$ cat src/rtl/mem_bus_scheduler_pkg.sv
// Shared widths, memory op codes and scheduler state encoding for the
// icache/dcache memory-port scheduler.
package mem_bus_scheduler_pkg;

  localparam int DEFAULT_MEMORY_ADDRESS_SIZE = 32;
  localparam int DEFAULT_CACHE_LINE_SIZE     = 128;
  localparam int DEFAULT_MAX_WAIT            = 3;

  localparam logic MEM_OP_READ  = 1'b0;
  localparam logic MEM_OP_WRITE = 1'b1;

  typedef enum logic [1:0] {
    ST_IDLE = 2'd0,
    ST_BUSY = 2'd1,
    ST_DONE = 2'd2
  } sched_state_e;

endpackage

$ cat src/rtl/mem_bus_scheduler_arb.sv
// Winner select between icache and dcache, with a saturating aging counter
// that forces an icache win after MAX_WAIT consecutive dcache wins.
module mem_arb_priority #(
  parameter int MAX_WAIT = 3
) (
  input  logic clk,
  input  logic rst,
  input  logic icache_req,
  input  logic dcache_req,
  input  logic in_idle,
  input  logic arbitrate,
  output logic icache_wins
);

  localparam int CW = (MAX_WAIT < 1) ? 1 : $clog2(MAX_WAIT + 1);

  logic [CW-1:0] wait_cnt_q, wait_cnt_d;
  logic          aged;

  assign aged        = (wait_cnt_q == CW'(MAX_WAIT));
  assign icache_wins = icache_req & (~dcache_req | aged);

  always_comb begin
    wait_cnt_d = wait_cnt_q;
    if (arbitrate) begin
      if (icache_wins || !icache_req) begin
        wait_cnt_d = '0;
      end else if (!aged) begin
        wait_cnt_d = wait_cnt_q + CW'(1);
      end
    end else if (in_idle && !icache_req) begin
      wait_cnt_d = '0;
    end
  end

  always_ff @(posedge clk) begin
    if (rst) wait_cnt_q <= '0;
    else     wait_cnt_q <= wait_cnt_d;
  end

endmodule

$ cat src/rtl/mem_bus_scheduler.sv
// Shares the single main-memory port between icache (read-only) and dcache
// (read/write); one line transaction at a time, IDLE -> BUSY -> DONE.
//
//   state | meaning
//   IDLE  | port free, arbitrate on any request
//   BUSY  | transaction issued, waiting for mem_data_ready
//   DONE  | one-cycle data_ready pulse to the winner, grant still held
module mem_bus_scheduler
  import mem_bus_scheduler_pkg::*;
#(
  parameter int MEMORY_ADDRESS_SIZE = DEFAULT_MEMORY_ADDRESS_SIZE,
  parameter int CACHE_LINE_SIZE     = DEFAULT_CACHE_LINE_SIZE,
  parameter int MAX_WAIT            = DEFAULT_MAX_WAIT
) (
  input  logic                           clk,
  input  logic                           rst,
  input  logic                           icache_req,
  input  logic [MEMORY_ADDRESS_SIZE-1:0] icache_addr,
  output logic                           icache_grant,
  output logic                           icache_data_ready,
  input  logic                           dcache_req,
  input  logic                           dcache_op,
  input  logic [MEMORY_ADDRESS_SIZE-1:0] dcache_addr,
  input  logic [CACHE_LINE_SIZE-1:0]     dcache_wdata,
  output logic                           dcache_grant,
  output logic                           dcache_data_ready,
  output logic                           mem_enable,
  output logic                           mem_op,
  output logic [MEMORY_ADDRESS_SIZE-1:0] mem_address,
  output logic [CACHE_LINE_SIZE-1:0]     mem_data_in,
  input  logic                           mem_data_ready,
  input  logic [CACHE_LINE_SIZE-1:0]     mem_data_out,
  output logic [CACHE_LINE_SIZE-1:0]     line_data_out
);

  sched_state_e                   state_q, state_d;
  logic                           icache_grant_q, icache_grant_d;
  logic                           dcache_grant_q, dcache_grant_d;
  logic                           icache_ready_q, icache_ready_d;
  logic                           dcache_ready_q, dcache_ready_d;
  logic                           mem_enable_q, mem_enable_d;
  logic                           mem_op_q, mem_op_d;
  logic [MEMORY_ADDRESS_SIZE-1:0] mem_address_q, mem_address_d;
  logic [CACHE_LINE_SIZE-1:0]     mem_data_in_q, mem_data_in_d;
  logic [CACHE_LINE_SIZE-1:0]     line_q, line_d;

  logic in_idle, arbitrate, icache_wins;

  assign in_idle   = (state_q == ST_IDLE);
  assign arbitrate = in_idle & (icache_req | dcache_req);

  mem_arb_priority #(
    .MAX_WAIT (MAX_WAIT)
  ) u_arb (
    .clk         (clk),
    .rst         (rst),
    .icache_req  (icache_req),
    .dcache_req  (dcache_req),
    .in_idle     (in_idle),
    .arbitrate   (arbitrate),
    .icache_wins (icache_wins)
  );

  always_comb begin
    state_d        = state_q;
    icache_grant_d = icache_grant_q;
    dcache_grant_d = dcache_grant_q;
    icache_ready_d = 1'b0;
    dcache_ready_d = 1'b0;
    mem_enable_d   = mem_enable_q;
    mem_op_d       = mem_op_q;
    mem_address_d  = mem_address_q;
    mem_data_in_d  = mem_data_in_q;
    line_d         = line_q;

    unique case (state_q)
      ST_IDLE: begin
        if (arbitrate) begin
          state_d      = ST_BUSY;
          mem_enable_d = 1'b1;
          if (icache_wins) begin
            icache_grant_d = 1'b1;
            dcache_grant_d = 1'b0;
            mem_address_d  = icache_addr;
            mem_op_d       = MEM_OP_READ;
          end else begin
            icache_grant_d = 1'b0;
            dcache_grant_d = 1'b1;
            mem_address_d  = dcache_addr;
            mem_op_d       = dcache_op;
            mem_data_in_d  = dcache_wdata;
          end
        end
      end
      ST_BUSY: begin
        if (mem_data_ready) begin
          state_d        = ST_DONE;
          mem_enable_d   = 1'b0;
          icache_ready_d = icache_grant_q;
          dcache_ready_d = dcache_grant_q;
          // writes leave the shared read line untouched
          if (mem_op_q == MEM_OP_READ) line_d = mem_data_out;
        end
      end
      ST_DONE: begin
        state_d        = ST_IDLE;
        icache_grant_d = 1'b0;
        dcache_grant_d = 1'b0;
      end
      default: begin
        state_d        = ST_IDLE;
        icache_grant_d = 1'b0;
        dcache_grant_d = 1'b0;
        mem_enable_d   = 1'b0;
      end
    endcase
  end

  always_ff @(posedge clk) begin
    if (rst) begin
      state_q        <= ST_IDLE;
      icache_grant_q <= 1'b0;
      dcache_grant_q <= 1'b0;
      icache_ready_q <= 1'b0;
      dcache_ready_q <= 1'b0;
      mem_enable_q   <= 1'b0;
      mem_op_q       <= MEM_OP_READ;
      mem_address_q  <= '0;
      mem_data_in_q  <= '0;
      line_q         <= '0;
    end else begin
      state_q        <= state_d;
      icache_grant_q <= icache_grant_d;
      dcache_grant_q <= dcache_grant_d;
      icache_ready_q <= icache_ready_d;
      dcache_ready_q <= dcache_ready_d;
      mem_enable_q   <= mem_enable_d;
      mem_op_q       <= mem_op_d;
      mem_address_q  <= mem_address_d;
      mem_data_in_q  <= mem_data_in_d;
      line_q         <= line_d;
    end
  end

  assign icache_grant      = icache_grant_q;
  assign dcache_grant      = dcache_grant_q;
  assign icache_data_ready = icache_ready_q;
  assign dcache_data_ready = dcache_ready_q;
  assign mem_enable        = mem_enable_q;
  assign mem_op            = mem_op_q;
  assign mem_address       = mem_address_q;
  assign mem_data_in       = mem_data_in_q;
  assign line_data_out     = line_q;

endmodule

$ cat config.mk
export PLATFORM = sky130hd
export DESIGN_NAME = mem_bus_scheduler
export DESIGN_NICKNAME = d
export VERILOG_FILES = /design/src/rtl/mem_bus_scheduler_pkg.sv /design/src/rtl/mem_bus_scheduler_arb.sv /design/src/rtl/mem_bus_scheduler.sv
export SDC_FILE = /design/constraint.sdc
export NUM_CORES = 1
export LEC_CHECK = 0
export ABC_AREA = 1
export ABC_CLOCK_PERIOD_IN_PS = 1990
export CAP_MARGIN = 10
export CORE_AREA = 2 2 242 244
export CTS_CLUSTER_SIZE = 25
export DETAILED_ROUTE_END_ITERATION = 7
export DIE_AREA = 0 0 244 246
export PLACE_DENSITY = 0.46
export SYNTH_ARGS = -nofsm -noshare
export SYNTH_HDL_FRONTEND = slang
export SYNTH_HIERARCHICAL = 1
export SYNTH_SLANG_ARGS = --single-unit
$ cat constraint.sdc
create_clock -name clk -period 1.99 [get_ports clk]
set_clock_uncertainty 0.1 [all_clocks]
set_input_delay 0.398 -clock clk [delete_from_list [all_inputs] [get_ports clk]]
set_output_delay 0.398 -clock clk [all_outputs]
set_load 0.005 [all_outputs]
# After elaboration in Yosys (flattened, before gate mapping)
# Cells that the tools add are included.
# classes
n_addsub	1
n_reduce_logical	13
mux	18
bitwise	10
n_eq_ne	6
# ops
cell	n
two-way mux 32 bit	1
two-way mux 2 bit	6
AND reduction 3 bit	3
AND reduction 2 bit	4
two-way mux 1 bit	7
inverter 1 bit	6
== test 2 bit, second input constant	2
one-hot mux 1 bit (2 select lines)	2
one-hot mux 2 bit (2 select lines)	1
inequality test 3 bit, second input constant	1
one-hot mux 1 bit (3 select lines)	1
OR reduction 3 bit	1
adder 2 x 1 -> 2 bit, second input constant	1
bitwise AND 1 bit	2
== test 2 x 1 -> 1 bit, second input constant	1
logical NOT 2 bit	1
inequality test 2 x 1 -> 1 bit, second input constant	1
inequality test 2 bit, second input constant	1
OR 1 bit	2
nonzero test 2 bit	1
logical AND 1 bit	1
logical NOT 1 bit	1
logical OR 1 bit	1
# word_totals
inputBits	326
wordCells	59
out_inout_bits	294
register_bits	298

# Depth between registers and ports, before layout
# logic_depth
depth_word	6
depth_mapped	11
ltp_nobuf	8

# Cells and area by module
# Netlist, hierarchy kept.
# by_module_without_submodules
module	n_inst	seq_area_each_um2	area_each_um2	cells_per_inst
mem_bus_scheduler	1	5925.7	11453.5	1652
mem_arb_priority	1	40.0	140.1	24

# Worst setup path before layout
# OpenSTA, ideal clock, no wires.
# synth_path
path_type	reg2reg
from	register u_arb.wait_cnt_q[0]
to	register mem_data_in_q[118] (netlist: mem_data_in[118])
n_path_buf	3
period_less_slack_ns	1.678
t_arrival_ns	1.465
stages_incl_launch_ff	11
path_slack_ns	0.312
required_ns	1.777
setup_ns	0.113
path_cell_list	dfxtp_1 > ha_1 > nor2_1 > nor2_1 > buf_2 > inv_2 > nand3_2 > buf_4 > buf_2 > nor2_1 > nor2_1
# synth_via
elab_chain_len	5
# synth_lines
element	line	rtl
start: declaration	mem_bus_scheduler_arb.sv:17	logic [CW-1:0] wait_cnt_q, wait_cnt_d;
start signal: assignment	mem_bus_scheduler_arb.sv:38	else wait_cnt_q <= wait_cnt_d;
== test 2 bit	mem_bus_scheduler_arb.sv:20	assign aged = (wait_cnt_q == CW'(MAX_WAIT));
OR 1 bit	mem_bus_scheduler_arb.sv:21	assign icache_wins = icache_req & (~dcache_req | aged);
bitwise AND 1 bit	mem_bus_scheduler_arb.sv:21	
via icache_wins	mem_bus_scheduler.sv:47	logic in_idle, arbitrate, icache_wins;
inverter 1 bit (no line)	-	
AND reduction 3 bit (no line)	-	
end signal: assignment	mem_bus_scheduler.sv:140	mem_data_in_q <= mem_data_in_d;
end: declaration	mem_bus_scheduler.sv:44	logic [CACHE_LINE_SIZE-1:0] mem_data_in_q, mem_data_in_d;
# The timed path passes the listed nets, and every way through them passes these cells.
# A chain may end at the register's enable or synchronous reset.

# Worst setup path in the final report
# layout_path
from	register mem_data_in_q[22] (netlist: mem_data_in[22])
to	output mem_data_in[22]
# layout_lines
element	line	rtl
end: declaration	mem_bus_scheduler.sv:30	output logic [CACHE_LINE_SIZE-1:0] mem_data_in,
# No word-level cell between the ends.

==> results.cfg <==
[cells_and_area]
final_area_um2 = 19900
drive_above_1_share_pct = 5.32
antennaDiodeCount = 0
fillers = 6130
area_growth_pct = 71.5
nNetsFinal = 2613
layout.cells.non_filler = 3075

[setup_path]
critPathMaxFanout = 2
critical_path_buf_inv_count = 1
critPathKind = reg2out
cp.depth = 1
cp-start-kind = register
critPathMaxStageDelay_ns = 0.55
crit_family = buffers and inverters
path_cells = clkdlybuf4s50_1
crit_slowest_cell = clkdlybuf4s50_1
critical_path_arrival_ns = 1.44
ff2ff_path_depth = 10
required_ns = 1.49
end_kind = primary output

[route]
wl_per_cell_um = 15.4
drc = 0
vias = 12124
wl_um = 47400
ant_nets = 0
dr.pass1.iters = 4
drt_iter0_drc = 427
via_per_inst = 3.94

[synthesis]
synth.top_cell.area_share_pct = 51.5
synthTopCellsByCount = 519 x nor2_1, 429 x nand2_1, 298 x dfxtp_1, 141 x inv_1, 128 x o21ai_0
ys_ff_latch = 298
synth_ff_type = dfxtp_1
synthDistinctLibCells = 22
ys_seq_area_share_pct = 51.5
synthTopCellsByArea = dfxtp_1 51%, nor2_1 17%, nand2_1 14%, o21ai_0 5.5%, inv_1 4.6%
synth.most_common_cell = nor2_1
syn_area_um2 = 11600
syn_nets = 2003
syn_inst = 1676
synth_edf_count = 0
ys.warnings.count = 6
syn-mean-instance-area_um2 = 6.92
yosys.area.top_type = dfxtp_1
synthArstFlopShare_pct = 0

[sta]
rsz0062_at_grt = no
report.final.hold_viol_count = 0
fin_setup_tns_ns = 0
fin_crit_sh_pct = 97.2
setup_ws_ns = 0.0554
max_slew.worst_pin.slew_ns = 0.466
relSlewSlack_pct = 68.9
finalSetupViolCount = 0
max_freq_mhz = 517
slew_violations = 0
period_needed_ns = 1.93

[power]
power_frac_clock_pct = 38.1
switching_share_pct = 26.8
power_density_nw_per_um2 = 845
ir_drop_uv = 457
power_mw = 16.8
internal-power_mw = 12.3
seq_power_share_pct = 40.6
power_frac_comb_pct = 21.3
switchingPower_mw = 4.50
power_leakage_nw = 8.75

[placement]
placed_cell_area_um2 = 18700
dp_cells = 3012
portBuffers = 619
place_ws_ns = -0.196
place_congestion = 0.821
dpl.hpwl_um = 35900

[clock_tree]
clock-root-buffer = clkbuf_16
cts_sinks = 298
clock_latency_ns = 0.54
cts-htree-levels = 2
clk_pin_slew_ns = 0.06
tritoncts = built
numCtsBuffers = 37
cts_buffer_depth = 3

[global_routing]
grt_pass1_wl_um = 70200
grt_max_degree = 65
grt-ovfl-total = 0
grt_usage_pct = 15.2
grt_pass1_vias = 11875
antenna_found_initial = 4

[min_path]
min_path_type = in2reg
min_path_cells = 4

[die]
start_util_pct = 20.2
ios = 620
std_cell_rows = 88
die_h_um = 246
core-area_um2 = 57400
dieArea_um2 = 60000
die_w_um = 244

[run]
maxCapViolations = 0

[outcome]
outcome = complete, no violations
==> logic make-up (layout without fill, tap and decap cells) <==
kind of cell / count (synthesis) / in the layout / synth area share (%)
flops: 298 / 298 / 51.5
fa+ha+maj: 1 / 1 / 0.108
buf+inv: 247 / 881 / 9.64
compound gates: 168 / 168 / 7.25
simple gates: 962 / 962 / 31.5
==> cell type report <==
cell class / count / area, um2 / area share, %
Timing Repair Buffer: 673 / 6740 / 33.9
Sequential cell: 298 / 5970 / 30.0
Multi-Input combinational cell: 1131 / 4530 / 22.8
Clock buffer: 58 / 1100 / 5.52
Tap cell: 765 / 957 / 4.81
Inverter: 145 / 552 / 2.78
Clock inverter: 5 / 32.5 / 0.164
==> through the flow <==
step | hold slack, ns | utilization, %
finish | 0.253 | 34.7
global placement | 0.350 | 32.7
global route | 0.255 | 34.7
floorplan | 0.356 | -
CTS | 0.226 | 34.6
detailed placement | 0.352 | 32.7
==> final timing paths <==
path | end | slack (ns) | startpoint
worst max-delay path | mem_data_in[22] | 0.06 | mem_data_in[22]
worst min-delay path | mem_data_in[116] | 0.25 | rst
worst max register to register | mem_data_in[110] | 0.24 | u_arb/wait_cnt_q[0]
worst min register to register | mem_address[14] | 0.36 | mem_address[14]
==> per-layer routing <==
layer  global-route usage [%]  share of wire (%)  vias up
li1                         -                  -     6235
met1                     17.2                 40     5363
met2                     26.2                 47      434
met3                     5.45                9.2       84
met4                     5.40                3.1        8
met5                        0               0.13        -
==> registers in the layout, summed over array words and instances, names as in the netlist <==
register	count
u_arb/wait_cnt_q	2
line_data_out	128
state_q	2
dcache_data_ready	1
mem_enable	1
icache_grant	1
mem_op	1
icache_data_ready	1
mem_data_in	128
dcache_grant	1
mem_address	32
==> worst min-delay path, stage by stage <==
cell	delay, ns
buf_2	0.13
inv_6	0.15
nand2_1	0.12
nor2_1	0.03
==> power by group through the flow <==
stage	Combinational (mW)	Clock, mW	Sequential (mW)
6_report	3.58	6.39	6.82
3_3_place_gp	3.65	0	6.93
2_1_floorplan	1.38	0	6.95
4_1_cts	3.65	6.68	6.83
5_1_grt	3.99	6.90	6.88
3_5_place_dp	3.66	0	6.95
==> placed cells by master, fill, tap and decap left out <==
cell / Yosys / final
clkdlybuf4s50_1: 0 / 578
nor2_1: 519 / 518
nand2_1: 429 / 429
dfxtp_1: 298 / 292
inv_1: 141 / 140
o21ai_0: 128 / 128
buf_4: 9 / 42
clkbuf_16: 0 / 39
a21oi_1: 38 / 38
dlygate4sd2_1: 0 / 28
clkbuf_1: 31 / 14
dlymetal6s2s_1: 0 / 12
buf_12: 0 / 12
dfxtp_2: 0 / 6
clkbuf_8: 0 / 5
nand3_1: 4 / 4
inv_2: 4 / 3
clkinv_2: 0 / 3
nor2_2: 1 / 2
nor2_4: 2 / 2
nand2_2: 3 / 2
inv_6: 0 / 2
o21ai_1: 2 / 2
nor3b_1: 2 / 2
nand3_4: 0 / 1
nand2_4: 0 / 1
inv_4: 0 / 1
clkinv_4: 0 / 1
buf_2: 37 / 1
nand4_1: 1 / 1
ha_1: 1 / 1
==> what timing repair did <==
| item | CTS | global route |
|---|---|---|
| hold buffers | 0 | 0 |
| gates resized for setup | 34 | 12 |
| endpoints found under the hold margin | 0 | 0 |
| setup endpoints to repair | 34 | 12 |
| setup buffers | 0 | 0 |
Power figures use the tool's default switching activity.
